[src/rtl/parking_pkg.sv]
// Shared types and defaults for the parking entry barrier controller.
// Exports gate_state_t, default parameters and the timer width helper.
package parking_pkg;

  typedef enum logic [1:0] {
    IDLE,
    RAISE,
    UP,
    LOWER
  } gate_state_t;

  localparam int unsigned DEF_CAPACITY     = 100;
  localparam int unsigned DEF_TRAVEL_CYC   = 16;
  localparam int unsigned DEF_HOLD_TIMEOUT = 200;

  // Width able to hold max(t,h)-1; at least 1 bit.
  function automatic int unsigned tmr_w(
    input int unsigned t,
    input int unsigned h
  );
    int unsigned m;
    m = (t > h) ? t : h;
    return (m < 2) ? 1 : $clog2(m);
  endfunction

endpackage

[src/rtl/parking_edge_det.sv]
// Registered 1-bit rise/fall detector.
// Ports: clk, reset (sync, high), d in; rise/fall = d vs previous sample.
module parking_edge_det (
  input  logic clk,
  input  logic reset,
  input  logic d,
  output logic rise,
  output logic fall
);

  logic d_q;

  always_ff @(posedge clk) begin
    if (reset) begin
      d_q <= 1'b0;
    end else begin
      d_q <= d;
    end
  end

  assign rise = d & ~d_q;
  assign fall = ~d & d_q;

endmodule

[src/rtl/parking_gate_ctrl.sv]
// Entry barrier controller: grants/denies requests against CAPACITY
// and sequences the barrier motor (raise, hold, lower, safety reverse).
// Ports: clk, reset (sync, high), count[7:0], req, a (entry sensor);
//   grant/denied pulses, gate_drive, gate_up, full, free_slots[7:0].
module parking_gate_ctrl
  import parking_pkg::*;
#(
  parameter int unsigned CAPACITY     = DEF_CAPACITY,
  parameter int unsigned TRAVEL_CYC   = DEF_TRAVEL_CYC,
  parameter int unsigned HOLD_TIMEOUT = DEF_HOLD_TIMEOUT
) (
  input  logic       clk,
  input  logic       reset,
  input  logic [7:0] count,
  input  logic       req,
  input  logic       a,
  output logic       grant,
  output logic       denied,
  output logic       gate_drive,
  output logic       gate_up,
  output logic       full,
  output logic [7:0] free_slots
);

  localparam int unsigned TW = tmr_w(TRAVEL_CYC, HOLD_TIMEOUT);

  localparam logic [TW-1:0] TRAVEL_END = TW'(TRAVEL_CYC - 1);
  localparam logic [TW-1:0] HOLD_END   = TW'(HOLD_TIMEOUT - 1);
  localparam logic [TW-1:0] T_ONE      = TW'(1);
  localparam logic [7:0]    CAP8       = 8'(CAPACITY);

  gate_state_t   state;
  gate_state_t   state_nx;
  logic [TW-1:0] timer;
  logic [TW-1:0] timer_nx;
  logic          grant_nx;
  logic          denied_nx;

  logic req_rise;
  logic req_fall_unused;
  logic a_rise;
  logic a_fall;

  parking_edge_det u_req_ed (
    .clk  (clk),
    .reset(reset),
    .d    (req),
    .rise (req_rise),
    .fall (req_fall_unused)
  );

  parking_edge_det u_a_ed (
    .clk  (clk),
    .reset(reset),
    .d    (a),
    .rise (a_rise),
    .fall (a_fall)
  );

  always_ff @(posedge clk) begin
    if (reset) begin
      full       <= 1'b0;
      free_slots <= CAP8;
    end else begin
      full       <= (count >= CAP8);
      free_slots <= (count >= CAP8) ? 8'd0 : CAP8 - count;
    end
  end

  always_ff @(posedge clk) begin
    if (reset) begin
      state  <= IDLE;
      timer  <= '0;
      grant  <= 1'b0;
      denied <= 1'b0;
    end else begin
      state  <= state_nx;
      timer  <= timer_nx;
      grant  <= grant_nx;
      denied <= denied_nx;
    end
  end

  always_comb begin
    state_nx  = state;
    timer_nx  = timer;
    grant_nx  = 1'b0;
    denied_nx = 1'b0;
    unique case (state)
      IDLE: begin
        if (req_rise) begin
          if (full) begin
            denied_nx = 1'b1;
          end else begin
            grant_nx = 1'b1;
            state_nx = RAISE;
            timer_nx = '0;
          end
        end
      end
      RAISE: begin
        if (timer == TRAVEL_END) begin
          state_nx = UP;
          timer_nx = '0;
        end else begin
          timer_nx = timer + T_ONE;
        end
      end
      UP: begin
        if (a_fall) begin
          state_nx = LOWER;
          timer_nx = '0;
        end else if (timer == HOLD_END) begin
          // Timer parks here while a car still blocks the sensor.
          if (!a) begin
            state_nx = LOWER;
            timer_nx = '0;
          end
        end else begin
          timer_nx = timer + T_ONE;
        end
      end
      LOWER: begin
        // Reverse beats travel-complete: full raise is redone.
        if (a_rise) begin
          state_nx = RAISE;
          timer_nx = '0;
        end else if (timer == TRAVEL_END) begin
          state_nx = IDLE;
          timer_nx = '0;
        end else begin
          timer_nx = timer + T_ONE;
        end
      end
      default: begin
        state_nx = IDLE;
        timer_nx = '0;
      end
    endcase
  end

  assign gate_drive = (state == RAISE) || (state == UP);
  assign gate_up    = (state == UP);

endmodule

[config.mk]
export PLATFORM = sky130hd
export DESIGN_NAME = parking_gate_ctrl
export DESIGN_NICKNAME = d
export VERILOG_FILES = /design/src/rtl/parking_pkg.sv /design/src/rtl/parking_edge_det.sv /design/src/rtl/parking_gate_ctrl.sv
export SDC_FILE = /design/constraint.sdc
export NUM_CORES = 1
export LEC_CHECK = 0
export CAP_MARGIN = 20
export CORE_UTILIZATION = 53
export CTS_BUF_LIST = sky130_fd_sc_hd__clkbuf_8 sky130_fd_sc_hd__clkbuf_16
export CTS_CLUSTER_DIAMETER = 120
export DETAILED_ROUTE_END_ITERATION = 7
export PLACE_DENSITY = 0.82
export SYNTH_ARGS = -nofsm -noshare
export SYNTH_HDL_FRONTEND = slang
export SYNTH_SLANG_ARGS = --single-unit
[constraint.sdc]
create_clock -name clk -period 3 [get_ports clk]
set_input_delay 0.6 -clock clk [delete_from_list [all_inputs] [get_ports clk]]
set_output_delay 0.6 -clock clk [all_outputs]
set_load 0.02 [all_outputs]
[After elaboration in Yosys (flattened, before gate mapping)]
Cells that the tools add are included.
Cells by class
  eq/ne operators: 12
  muxes and demuxes: 20
  magnitude comparators: 1
  reductions and logical operators: 6
  add/subtract/negate cells: 2
  bitwise operators: 8
Operators with widths (count)
  8-bit 2-to-1 mux: 7
  8-bit one-hot mux with 4 select lines: 1
  2-bit 2-to-1 mux: 8
  8-bit by 1-bit adder with 8-bit output (second input constant): 1
  8-bit by 4-bit == test with 1-bit output (second input constant): 1
  8-bit == test (second input constant): 1
  8-bit by 7-bit >= comparator with 1-bit output (second input constant): 1
  2-bit one-hot mux with 4 select lines: 1
  7-bit by 8-bit subtractor with 8-bit output (first input constant): 1
  7-bit 2-to-1 mux: 1
  2-bit inequality test (second input constant): 3
  6-bit AND reduction: 1
  1-bit inverter: 5
  2-bit == test (second input constant): 2
  4-bit inequality test (second input constant): 1
  1-bit AND: 3
  3-bit by 1-bit inequality test with 1-bit output (second input constant): 1
  3-bit by 2-bit inequality test with 1-bit output (second input constant): 1
  3-bit inequality test (second input constant): 1
  3-bit AND reduction: 1
  3-bit OR reduction: 1
  2-bit by 1-bit == test with 1-bit output (second input constant): 1
  2-bit logical NOT: 1
  1-bit 2-to-1 mux: 2
  2 further kinds: 2
Storage, ports and cells
  flip-flop bits (word level): 23
  bits of input ports: 12
  word-level logic and storage cells: 58
  output and inout bits: 13

[Longest topological paths before layout]
  depth after elaboration: 4
  mapped depth: 8
  gate-level depth less buffers: 7

[By module]
Synthesis repeated with hierarchy kept, for this count alone.
Unflattened totals
  cells, all modules: 136
  area total of the unflattened synthesis: 1244.9 µm²
By module, submodules not included
  parking_gate_ctrl: cells each 128, times used 1, sequential area each 420.4 µm², area each 1167.4 µm²
  parking_edge_det: cells each 4, times used 2, sequential area each 20.0 µm², area each 38.8 µm²

[Worst setup path after synthesis]
Ideal clock, no wire load.
  kind: in2reg
  start: input req
  end: register timer[0]
  path slack: 0.958 ns
  data arrival time: 1.973 ns
  data required time: 2.931 ns
  path buffers: 2
  cell stages on the path: 7
  library setup time: 0.069 ns
  path through: or3b_1 -> and2_4 -> buf_6 -> or2_1 -> buf_6 -> or3_1 -> o21ai_1
On the way
  cells in the longest elaborated chain, start to end: 3
RTL lines
  from (decl): RTL line parking_gate_ctrl.sv:15  | input logic req,
  1-bit AND: RTL line parking_edge_det.sv:21  | assign rise = d & ~d_q;
  2-bit inequality test (no source line)
  3-bit AND reduction (no source line)
  to (signal assigned): RTL line parking_gate_ctrl.sv:78  | timer <= timer_nx;
  to (decl): RTL line parking_gate_ctrl.sv:34  | logic [TW-1:0] timer;
No other way between the ends.
A chain may end at the register's enable or synchronous reset.

[Final worst setup path]
  start: input a
  end: register timer[1]
On the way
  cells in the longest elaborated chain, start to end: 4
  elaborated cells between the ends (all ways): 8
  those cells by class: eq/ne (1); mux (3); bitwise (3); reduce/logical (1)
RTL lines
  from (decl): RTL line parking_gate_ctrl.sv:16  | input logic a,
  1-bit inverter: RTL line parking_edge_det.sv:22  | assign fall = ~d & d_q;
  1-bit AND: RTL line parking_edge_det.sv:22
  4-bit inequality test (no source line) or 8-bit 2-to-1 mux (tied branches)
  3-bit AND reduction (no source line) or 8-bit one-hot mux with 4 select lines (tied branches)
Parallel ways exist; a longest one is shown, timed or not.

==> results.toml <==
[outcome]
status = "completed"

[die]
start_util_pct = 58.33
die_area_um2 = 2441
core_um2 = 2042
ios = 25
dieHeight_um = 49.41
rows = 16
die_x_um = 49.41

[critical_path]
crit_start = "a"
cp-start-kind = "input port"
worst-path-max-fanout = 5
cp_slowest_stage_delay_ps = 540
crit_chain = "clkdlybuf4s50_1 > nand2b_1 > a21oi_1 > o21ai_0 > o21ai_0 > o41ai_1"
critPathKind = "in2reg"
r2r_setup_slack_ps = 980
arrival_ps = 2510
crit_family = "compound AO/OA/AOI/OAI gates"
worstPathRequired_ps = 3160
cp.buffers_inverters = 1
crit_top_cell = "o21ai_0"
worstSetupEndpointType = "register"
r2r_start = "state[0]"
slowest_stage = "o21ai_0"

[synthesis]
synth_top_family_by_area = "simple AND/OR/NAND/NOR gates"
yosys.area.top_type_share_pct = 38.66
syn_inst = 132
yosys.area_share.adder_pct = 7.353
synth-simple-area-share_pct = 26.26
syn-cell-area_um2 = 1191
synth_area_leaders = "dfxtp_1 (39%), ha_1 (7.4%), nand2b_1 (3.7%)"
synth_flop_cell = "dfxtp_1"
avgSynthCellArea_um2 = 9.024
synth_compound_area_share_pct = 14.92
synth-edff-count = 0
synth_cell_types = 39
post-synth-top-count-cell = "dfxtp_1"
synthArstFlopShare_pct = 0
synth_nets = 151
yosys_warnings = 0
synthMuxAreaShare_pct = 0.8403
synth.ff_latch_count = 23
yosys.area.top_type = "dfxtp_1"
yosysSeqAreaShare_pct = 38.66
synth_xor_area_share_pct = 6.618
synth_commonest_cells = "dfxtp_1 (23), nor2_1 (10), inv_1 (8)"

[pwr]
finalPower_mw = 0.9293
ir_drop_uv = 374.7
p_leak_nw = 0.5414
power.density_nw_per_um2 = 627.3

[cts]
clk_pin_slew_ps = 80
cts-htree-levels = 1
clock_sinks = 23
cts_max_path_buffers = 2
ctsHoldBuffers = 0
tritoncts = "done"
postCtsSetupBuffers = 0
postCtsResizedCells = 0
cts_made_buffers = 3
clock_latency_ps = 260
clock_tree.root_cell = "clkbuf_8"

[hold_path]
holdCritStartpoint = "u_req_ed.d_q"
hold_path.class = "reg2reg"

[sta]
tns_ps = 0
rsz0062_at_grt = "false"
fmax_mhz = 425.5
worstMarginPinSlew_ps = 731.1
slew_viol_final = 0
fin_crit_sh_pct = 78.34
setup_viol = 0
hold_violations = 0
slew_headroom_pct = 51.11
period_needed_ps = 2350
fin_worst_skew_ps = 0.4314
whs_ps = 451.7

[finish]
fin_nets = 176
diodes = 0
drive_gt1_share_pct = 4.487
fin_area_um2 = 1481
area_growth_pct = 24.37
multiInputGateArea_um2 = 670.6
regArea_um2 = 460.4
nFillCells = 185

[routing]
num_vias = 1010
drt_iter0_markers = 22
drtPass1Iterations = 4
wl_per_cell_um = 13.60
drtAntennaViolNets = 0
viasPerCell = 5.519
drc_errors = 0
drt-total-wl_um = 2489

[placement]
gp_congestion = 0.8433
port_buffers = 24
hpwl_um = 1935
placed_cell_area_um2 = 1435

[grt]
grt_pass1_vias = 1001
grt_antenna_before_repair = 0
grt_max_degree = 24
grt_overflow = 0
gr-usage-all-layers_pct = 22.78
grt_pass1_wl_um = 4278

[job]
maxCapViolCount = 0
-- worst paths after layout --
kind	cells after the start	end
max	6	timer[1]
min	1	denied
max reg2reg	5	timer[1]
min reg2reg	1	denied
-- flip-flops by register name, summed over array words and instances (netlist names) --
| register | cells |
|---|---|
| free_slots | 8 |
| timer | 8 |
| state | 2 |
| denied | 1 |
| full | 1 |
| grant | 1 |
| u_a_ed.d_q | 1 |
| u_req_ed.d_q | 1 |
-- stage by stage --
stage / instances / setup WS [ps] / util, %
floorplan: 132 / 958.0 / -
global placement: 179 / 527.4 / 70.28
detailed placement: 179 / 412.5 / 70.28
CTS: 183 / 680.5 / 72.55
global route: 183 / 496.2 / 72.55
finish: 183 / 649.9 / 72.55
-- kinds of logic after synthesis --
group / Yosys count
AO/OA/AOI/OAI: 25
XOR/XNOR: 9
adder cells (fa/ha/maj): 7
buffers and inverters: 12
flip-flops: 23
multiplexers: 1
other: 1
AND/OR/NAND/NOR: 54
-- per-layer routing --
metal | vias up | routed length, um | part of all wire, % | global-route usage, %
li1 | 509 | - | - | -
met1 | 464 | 1049 | 42 | 25.14
met2 | 33 | 1305 | 52 | 42.47
met3 | 4 | 103 | 4.1 | 3.738
met4 | 0 | 31 | 1.2 | 9.524
met5 | - | 0 | 0 | 0
-- layout make-up --
cell class	instances	area share, %
multi-input combinational	97	45.27
sequential	23	31.08
timing repair buffer	24	16.22
clock buffer	3	2.787
tap	27	2.280
inverter	8	2.027
clock inverter	1	0.3378
-- cell usage in the layout, fill, tap and decap left out, drive strengths merged, types with 2 or more instances in the layout --
cell,Yosys,final
inv,8,8
nand2,4,4
xor2,4,4
nand2b,7,7
a211oi,4,4
clkbuf,2,3
nor2,10,10
nor3,7,7
a21o,3,3
xnor2,5,5
dfxtp,23,23
clkdlybuf4s50,0,24
nor3b,4,4
a21oi,4,4
nand3b,4,4
or3,2,2
ha,7,7
o21ai,6,6
nand3,4,4
nor2b,4,4
o31ai,2,2
-- power breakdown --
group,internal [mW],total [mW],switching [mW]
registers,0.329,0.349,0.0205
clock network,0.0927,0.190,0.0976
logic,0.161,0.390,0.229
Power figures use the tool's default switching activity.
